## src/rtl/localizer_scheduler_if.sv

```systemverilog
// Stream bundle between the FFT source, the scheduler and the localizer.
// The master side drives FFT beats and localizer ready; the slave side is the scheduler.
interface localizer_scheduler_if;
    logic [127:0] fft_data_in;
    logic         fft_valid_in;
    logic         fft_last_in;
    logic         fft_ready_out;
    logic [127:0] loc_data_out;
    logic         loc_valid_out;
    logic         loc_ready_in;

    modport master (
        output fft_data_in, fft_valid_in, fft_last_in, loc_ready_in,
        input  fft_ready_out, loc_data_out, loc_valid_out
    );

    modport slave (
        input  fft_data_in, fft_valid_in, fft_last_in, loc_ready_in,
        output fft_ready_out, loc_data_out, loc_valid_out
    );
endinterface

```

## src/rtl/localizer_scheduler.sv

```systemverilog
// Frames the per-bin 4-mic FFT stream, forwards in-band bins through a small
// first-word-fall-through FIFO to the localizer, and sequences frames
// (IDLE -> ACTIVE -> DRAIN -> done) with frame/bin/length bookkeeping.
module localizer_scheduler #(
    parameter int N_BINS     = 1024,
    parameter int BIN_W      = 10,
    parameter int FIFO_DEPTH = 4
) (
    input  logic                  clk_in,
    input  logic                  rst_n_in,
    input  logic                  enable_in,
    input  logic [BIN_W-1:0]      bin_lo_in,
    input  logic [BIN_W-1:0]      bin_hi_in,
    localizer_scheduler_if.slave  bus,
    output logic                  frame_active_out,
    output logic                  frame_done_out,
    output logic [15:0]           frame_count_out,
    output logic [BIN_W:0]        bins_sent_out,
    output logic                  length_error_out
);
    localparam int DATA_W = 128;
    localparam int PTR_W  = $clog2(FIFO_DEPTH);
    localparam int CNT_W  = PTR_W + 1;
    localparam logic [BIN_W-1:0] LAST_BIN = BIN_W'(N_BINS - 1);
    localparam logic [CNT_W-1:0] FULL_CNT = CNT_W'(FIFO_DEPTH);

    typedef enum logic [1:0] {S_IDLE, S_ACTIVE, S_DRAIN} state_t;

    state_t             state;
    logic               rst_sync_p0, rst_n;
    logic [BIN_W-1:0]   lo_q, hi_q, bin_cnt;
    logic               over_q;
    logic [BIN_W:0]     sent_cnt;
    logic [DATA_W-1:0]  mem [FIFO_DEPTH];
    logic [PTR_W-1:0]   wr_ptr, rd_ptr;
    logic [CNT_W-1:0]   fifo_cnt;
    logic               in_band, fifo_full, fifo_empty, beat, wr_en, rd_en;

    // Reset synchronizer: assertion is immediate, release is aligned to clk_in.
    always_ff @(posedge clk_in or negedge rst_n_in) begin
        if (!rst_n_in) begin
            rst_sync_p0 <= 1'b0;
            rst_n       <= 1'b0;
        end else begin
            rst_sync_p0 <= 1'b1;
            rst_n       <= rst_sync_p0;
        end
    end

    assign in_band    = (lo_q <= bin_cnt) && (bin_cnt <= hi_q);
    assign fifo_full  = (fifo_cnt == FULL_CNT);
    assign fifo_empty = (fifo_cnt == '0);

    // Ready comes only from registered state so it never loops back on valid.
    assign bus.fft_ready_out = (state == S_ACTIVE) && (!in_band || !fifo_full);
    assign beat  = bus.fft_valid_in && bus.fft_ready_out;
    assign wr_en = beat && in_band;
    assign rd_en = bus.loc_valid_out && bus.loc_ready_in;

    assign bus.loc_valid_out = !fifo_empty;
    // Storage is not reset, so the head is masked to keep the output at zero while empty.
    assign bus.loc_data_out  = fifo_empty ? '0 : mem[rd_ptr];

    assign frame_active_out = (state == S_ACTIVE) || (state == S_DRAIN);
    // DRAIN only sees reads, so an empty FIFO here means the frame is fully delivered.
    assign frame_done_out   = (state == S_DRAIN) && fifo_empty;

    // FIFO storage write; data path carries no reset.
    always_ff @(posedge clk_in) begin
        if (wr_en) mem[wr_ptr] <= bus.fft_data_in;
    end

    // FIFO pointers and occupancy.
    always_ff @(posedge clk_in or negedge rst_n) begin
        if (!rst_n) begin
            wr_ptr   <= '0;
            rd_ptr   <= '0;
            fifo_cnt <= '0;
        end else begin
            if (wr_en) wr_ptr <= wr_ptr + 1'b1;
            if (rd_en) rd_ptr <= rd_ptr + 1'b1;
            case ({wr_en, rd_en})
                2'b10:   fifo_cnt <= fifo_cnt + 1'b1;
                2'b01:   fifo_cnt <= fifo_cnt - 1'b1;
                default: fifo_cnt <= fifo_cnt;
            endcase
        end
    end

    // Frame sequencer: band latch, bin counting, length check and completion stats.
    always_ff @(posedge clk_in or negedge rst_n) begin
        if (!rst_n) begin
            state            <= S_IDLE;
            lo_q             <= '0;
            hi_q             <= '0;
            bin_cnt          <= '0;
            over_q           <= 1'b0;
            sent_cnt         <= '0;
            frame_count_out  <= '0;
            bins_sent_out    <= '0;
            length_error_out <= 1'b0;
        end else begin
            case (state)
                S_IDLE: begin
                    if (enable_in) begin
                        state    <= S_ACTIVE;
                        lo_q     <= bin_lo_in;
                        hi_q     <= bin_hi_in;
                        sent_cnt <= '0;
                    end
                end
                S_ACTIVE: begin
                    if (wr_en) sent_cnt <= sent_cnt + 1'b1;
                    if (beat) begin
                        if (bus.fft_last_in) begin
                            state   <= S_DRAIN;
                            bin_cnt <= '0;
                            over_q  <= 1'b0;
                            if ((bin_cnt != LAST_BIN) || over_q) length_error_out <= 1'b1;
                        end else if (bin_cnt == LAST_BIN) begin
                            // Late tlast: hold at the last bin and remember the overrun.
                            over_q <= 1'b1;
                        end else begin
                            bin_cnt <= bin_cnt + 1'b1;
                        end
                    end
                end
                S_DRAIN: begin
                    if (fifo_empty) begin
                        frame_count_out <= frame_count_out + 16'd1;
                        bins_sent_out   <= sent_cnt;
                        if (enable_in) begin
                            state    <= S_ACTIVE;
                            lo_q     <= bin_lo_in;
                            hi_q     <= bin_hi_in;
                            sent_cnt <= '0;
                        end else begin
                            state <= S_IDLE;
                        end
                    end
                end
                default: state <= S_IDLE;
            endcase
        end
    end
endmodule

```

## src/flat_wrapper.sv

```systemverilog
// flat-port wrapper written by rule: the top's interface ports become plain ports
module localizer_scheduler_flat 
#(
    parameter int N_BINS     = 1024,
    parameter int BIN_W      = 10,
    parameter int FIFO_DEPTH = 4
)
  (clk_in, rst_n_in, enable_in, bin_lo_in, bin_hi_in, frame_active_out, frame_done_out, frame_count_out, bins_sent_out, length_error_out, bus_fft_data_in, bus_fft_valid_in, bus_fft_last_in, bus_loc_ready_in, bus_fft_ready_out, bus_loc_data_out, bus_loc_valid_out);
  localizer_scheduler_if bus_i ();
  input  logic clk_in;
  input  logic rst_n_in;
  input  logic enable_in;
  input  logic [BIN_W-1:0] bin_lo_in;
  input  logic [BIN_W-1:0] bin_hi_in;
  output logic frame_active_out;
  output logic frame_done_out;
  output logic [15:0] frame_count_out;
  output logic [BIN_W:0] bins_sent_out;
  output logic length_error_out;
  input wire logic [$bits(bus_i.fft_data_in)-1:0] bus_fft_data_in;
  input wire logic [$bits(bus_i.fft_valid_in)-1:0] bus_fft_valid_in;
  input wire logic [$bits(bus_i.fft_last_in)-1:0] bus_fft_last_in;
  input wire logic [$bits(bus_i.loc_ready_in)-1:0] bus_loc_ready_in;
  output wire logic [$bits(bus_i.fft_ready_out)-1:0] bus_fft_ready_out;
  output wire logic [$bits(bus_i.loc_data_out)-1:0] bus_loc_data_out;
  output wire logic [$bits(bus_i.loc_valid_out)-1:0] bus_loc_valid_out;
  assign bus_i.fft_data_in = bus_fft_data_in;
  assign bus_i.fft_valid_in = bus_fft_valid_in;
  assign bus_i.fft_last_in = bus_fft_last_in;
  assign bus_i.loc_ready_in = bus_loc_ready_in;
  assign bus_fft_ready_out = bus_i.fft_ready_out;
  assign bus_loc_data_out = bus_i.loc_data_out;
  assign bus_loc_valid_out = bus_i.loc_valid_out;
  localizer_scheduler #(.N_BINS(N_BINS), .BIN_W(BIN_W), .FIFO_DEPTH(FIFO_DEPTH)) u_core (.clk_in(clk_in), .rst_n_in(rst_n_in), .enable_in(enable_in), .bin_lo_in(bin_lo_in), .bin_hi_in(bin_hi_in), .bus(bus_i), .frame_active_out(frame_active_out), .frame_done_out(frame_done_out), .frame_count_out(frame_count_out), .bins_sent_out(bins_sent_out), .length_error_out(length_error_out));
endmodule
```

## config.mk

```make
export PLATFORM = sky130hd
export DESIGN_NAME = localizer_scheduler_flat
export DESIGN_NICKNAME = d
export VERILOG_FILES = /design/src/rtl/localizer_scheduler_if.sv /design/src/rtl/localizer_scheduler.sv /design/src/flat_wrapper.sv
export SDC_FILE = /design/constraint.sdc
export NUM_CORES = 1
export LEC_CHECK = 0
export BUFFER_PORTS_ARGS = -buffer_cell sky130_fd_sc_hd__buf_2
export CAP_MARGIN = 20
export CELL_PAD_IN_SITES_DETAIL_PLACEMENT = 1
export CELL_PAD_IN_SITES_GLOBAL_PLACEMENT = 1
export CORE_ASPECT_RATIO = 2
export CORE_MARGIN = 5
export CORE_UTILIZATION = 40
export DETAILED_ROUTE_END_ITERATION = 12
export PLACE_DENSITY_LB_ADDON = 0.1
export SLEW_MARGIN = 20
export SYNTH_ARGS = -nofsm -noshare
export SYNTH_HDL_FRONTEND = slang
export SYNTH_SLANG_ARGS = --single-unit
```

## constraint.sdc

```tcl
create_clock -name clk_in -period 6.65 [get_ports clk_in]
set_input_delay 1.33 -clock clk_in [delete_from_list [all_inputs] [get_ports clk_in]]
set_output_delay 1.33 -clock clk_in [all_outputs]
set_load 0.1 [all_outputs]
```

==> impl_results.md <==
* H-tree depth at 2
* Finished Core Util at 47.61%
* Critical Path Source: u_core.fifo_cnt[0]$_DFFE_PN0P_
* CP max stage cell: or3_4
* GP Congestion at around 0.87
* Hold slack at around 180 ps
* Main combinational cell family by area after synthesis: multiplexers
* Fin. Hold Viols at 0
* Distinct cells, synth at 58
* Largest net degree at the start of global routing at 87
* Post-synthesis compound-gate area fraction at 2.096%
* Syn Area/Cell at 19.11 µm²
* RSZ-0062 raised after global routing: no
* Total negative slack at 0 ps
* Rel. slew slack at 24.23%
* Post-synth EDFFs at a little over 500
* Post-Synth Adder-Cell Area at 1.774%
* Slew @ Worst Pin at 1134 ps
* Worst Hold Class: reg2async
* Chip width at 182.1 µm
* FFs w/ async S/R, synth at 13.66%
* Worst-case clock buffer depth at 3
* Clock insertion delay at the later pin of the skew report at 580 ps
* Hold_buf cts at 0
* First-pass GRT wire length at 88.40 mm
* Die H at 354.2 µm
* Mapped Area at 23,700 µm²
* Mux share of post-synthesis cell area at 14.11%
* Post-synthesis cell count at 1,240
* Fin crit share at between 60% and 70%
* Clock sinks at 593
* WL per Instance at 24.32 µm
* Synth warn at 0
* Area growth syn-to-layout at 18.45%
* WL final at between 50 and 60 mm
* Most used DFF post-synth: edfxtp_1
* Vias in the first global route at approximately 14,000
* Total GRT Usage at about 18%
* Sequential element share of the synthesized area at around 73%
* Skew final at 22.84 ps
* CP max FO at 81
* Post-synth top area share at about two thirds
* HPWL after DPL at 38.30 mm
* Critical path buffer and inverter count at 2
* CP Depth at 4
* Max Clk Rate at 225.1 MHz
* Worst EP required at 5320 ps
* Clock buffer count from CTS at 54
* Cells on worst reg2reg path at 8
* Largest delay share family, worst path: buffers and inverters
* Die area at around 65,000 µm²
* Via Count at 12,490
* Post-CTS Setup Repair Bufs at 0
* CP max stage delay at 720 ps
* CP endpoint: bus_loc_data_out[78]
* CP Capture Type: output pin
* Worst Path Arrival at roughly 3100 ps
* Top cell type by total area after synthesis: edfxtp_1
* Syn Nets at 1,427
* Root Driver: clkbuf_16
* Final setup viols at 0
* CTS tree: yes
* Congestion Overflow GR at 0
* Max-slew violations at 0
* Vias per cell at 5.241
* PortBufs at 313
* Worst setup SP type: register
* Layout net count at 1,757
* Antenna violations before repair at 14
* CP Cell Sequence: or3_4, buf_4, and2_1, buf_2
* Synth top area cells: edfxtp_1 (65%), mux4_2 (12%), dfrtp_1 (8.6%), and2_1 (3.5%), ha_1 (1.7%)
* Core outline area at 58,960 µm²
* Count leader, synth: edfxtp_1
* Iteration-0 DRC Markers at 544
* Post-DRT Antenna Nets at 0
* Critical path class: reg2out
* Clock period minus worst slack at 4442 ps
* Reg-to-Reg Start: u_core.bin_cnt[3]$_DFFE_PN0P_
* Pre-antenna DRT Iters at 4
* Post-CTS sizing at 0
* Share of layout cells above drive strength 1 at 36.77%
* Row cnt at 126
* Ranking of synthesized cells by instance count: edfxtp_1 (512), and2_1 (133), mux4_2 (128)
* # Max-Cap Violations at 0
* Reg-to-Reg End: u_core.mem[3][41]$_DFFE_PP_
* Post-Synth Simple-Gate Area at 6.224%
* Boundary Pins at around 310
* Status: finished, final reports clean
* Post-synthesis register bit count at 593
* Drc violations at 0
* Clock Pin Slew Worst Setup and Hold Paths at 70 ps
* Reg-to-reg slack, setup at between 2000 and 3000 ps
* Starting Density at roughly 40%
* Xor/xnor share of the synthesized area at 0.7761%
==> per-layer routing <==
| layer | up-vias | wire length, µm | track usage, % |
|---|---|---|---|
| met5 | - | 82 | 0 |
| met1 | 6487 | 22020 | 20.68 |
| li1 | 5561 | - | - |
| met4 | 12 | 1122 | 4.132 |
| met3 | 77 | 3598 | 4.450 |
| met2 | 357 | 31150 | 33.10 |
==> cell type report <==
| class | instances | area, µm² |
|---|---|---|
| clock buffer | 62 | 1413 |
| timing repair buffer | 334 | 1824 |
| tap | 768 | 960.9 |
| inverter | 34 | 127.6 |
| clock inverter | 34 | 366.6 |
| sequential | 593 | 17410 |
| fill | 5607 | 30890 |
| multi-input combinational | 553 | 5953 |
| antenna | 6 | 15.01 |
==> worst min-delay path by stage <==
| stage | startpoint | endpoint | slack, ps |
|---|---|---|---|
| after floorplan | u_core.rst_sync_p0$_DFF_PN0_ | u_core.rst_n$_DFF_PN0_ | 330 |
| after global placement | u_core.rst_n$_DFF_PN0_ | u_core.frame_count_out[5]$_DFFE_PN0P_ | 180 |
| after detailed placement | u_core.rst_n$_DFF_PN0_ | u_core.frame_count_out[3]$_DFFE_PN0P_ | 180 |
| after CTS | u_core.rst_n$_DFF_PN0_ | u_core.frame_count_out[5]$_DFFE_PN0P_ | 190 |
| after global routing | u_core.rst_n$_DFF_PN0_ | u_core.frame_count_out[5]$_DFFE_PN0P_ | 200 |
| final | u_core.rst_n$_DFF_PN0_ | u_core.frame_count_out[5]$_DFFE_PN0P_ | 180 |
==> logic make-up after synthesis <==
kind of cell	after synthesis
mux	170
simple gates	257
xor+xnor	21
other cells	1
buf+inv	94
fa+ha+maj	33
flops	593
compound gates	71
==> sequential cells by signal, indices dropped and copies added (netlist names), 3 cells and up <==
signal,cells
u_core.mem,512
u_core.frame_count_out,16
u_core.bins_sent_out,11
u_core.sent_cnt,11
u_core.bin_cnt,10
u_core.hi_q,10
u_core.lo_q,10
u_core.fifo_cnt,3
==> metrics by stage <==
step | area, µm² | worst slack (ps) | instances
finish | 28070 | 2208 | 2384
global route | 28060 | 1929 | 2378
CTS | 28060 | 2030 | 2378
detailed placement | 26280 | 2560 | 2282
global placement | 26240 | 2545 | 2280
floorplan | 23700 | 1125 | 1240
==> worst reg2reg max path, cell delays in order (launching register included) <==
cell and delay, ps:
dfrtp_1 440, ha_1 340, a21oi_1 150, o21ai_0 230, a2111o_1 560, a221oi_2 250
buf_4 240, and2_4 840, buf_4 590
==> placed cells by master, fill, tap and decap left out, types with 31 or more instances in the layout <==
cell	count
and2_1	129
buf_2	313
clkbuf_16	55
dfrtp_1	78
edfxtp_1	512
ha_1	32
inv_1	33
mux2_2	32
mux4_2	128
nand2_1	31
Power is left out: the tool's default activity adds up to more than one toggle a clock period on the data nets, which glitch-free logic cannot reach.
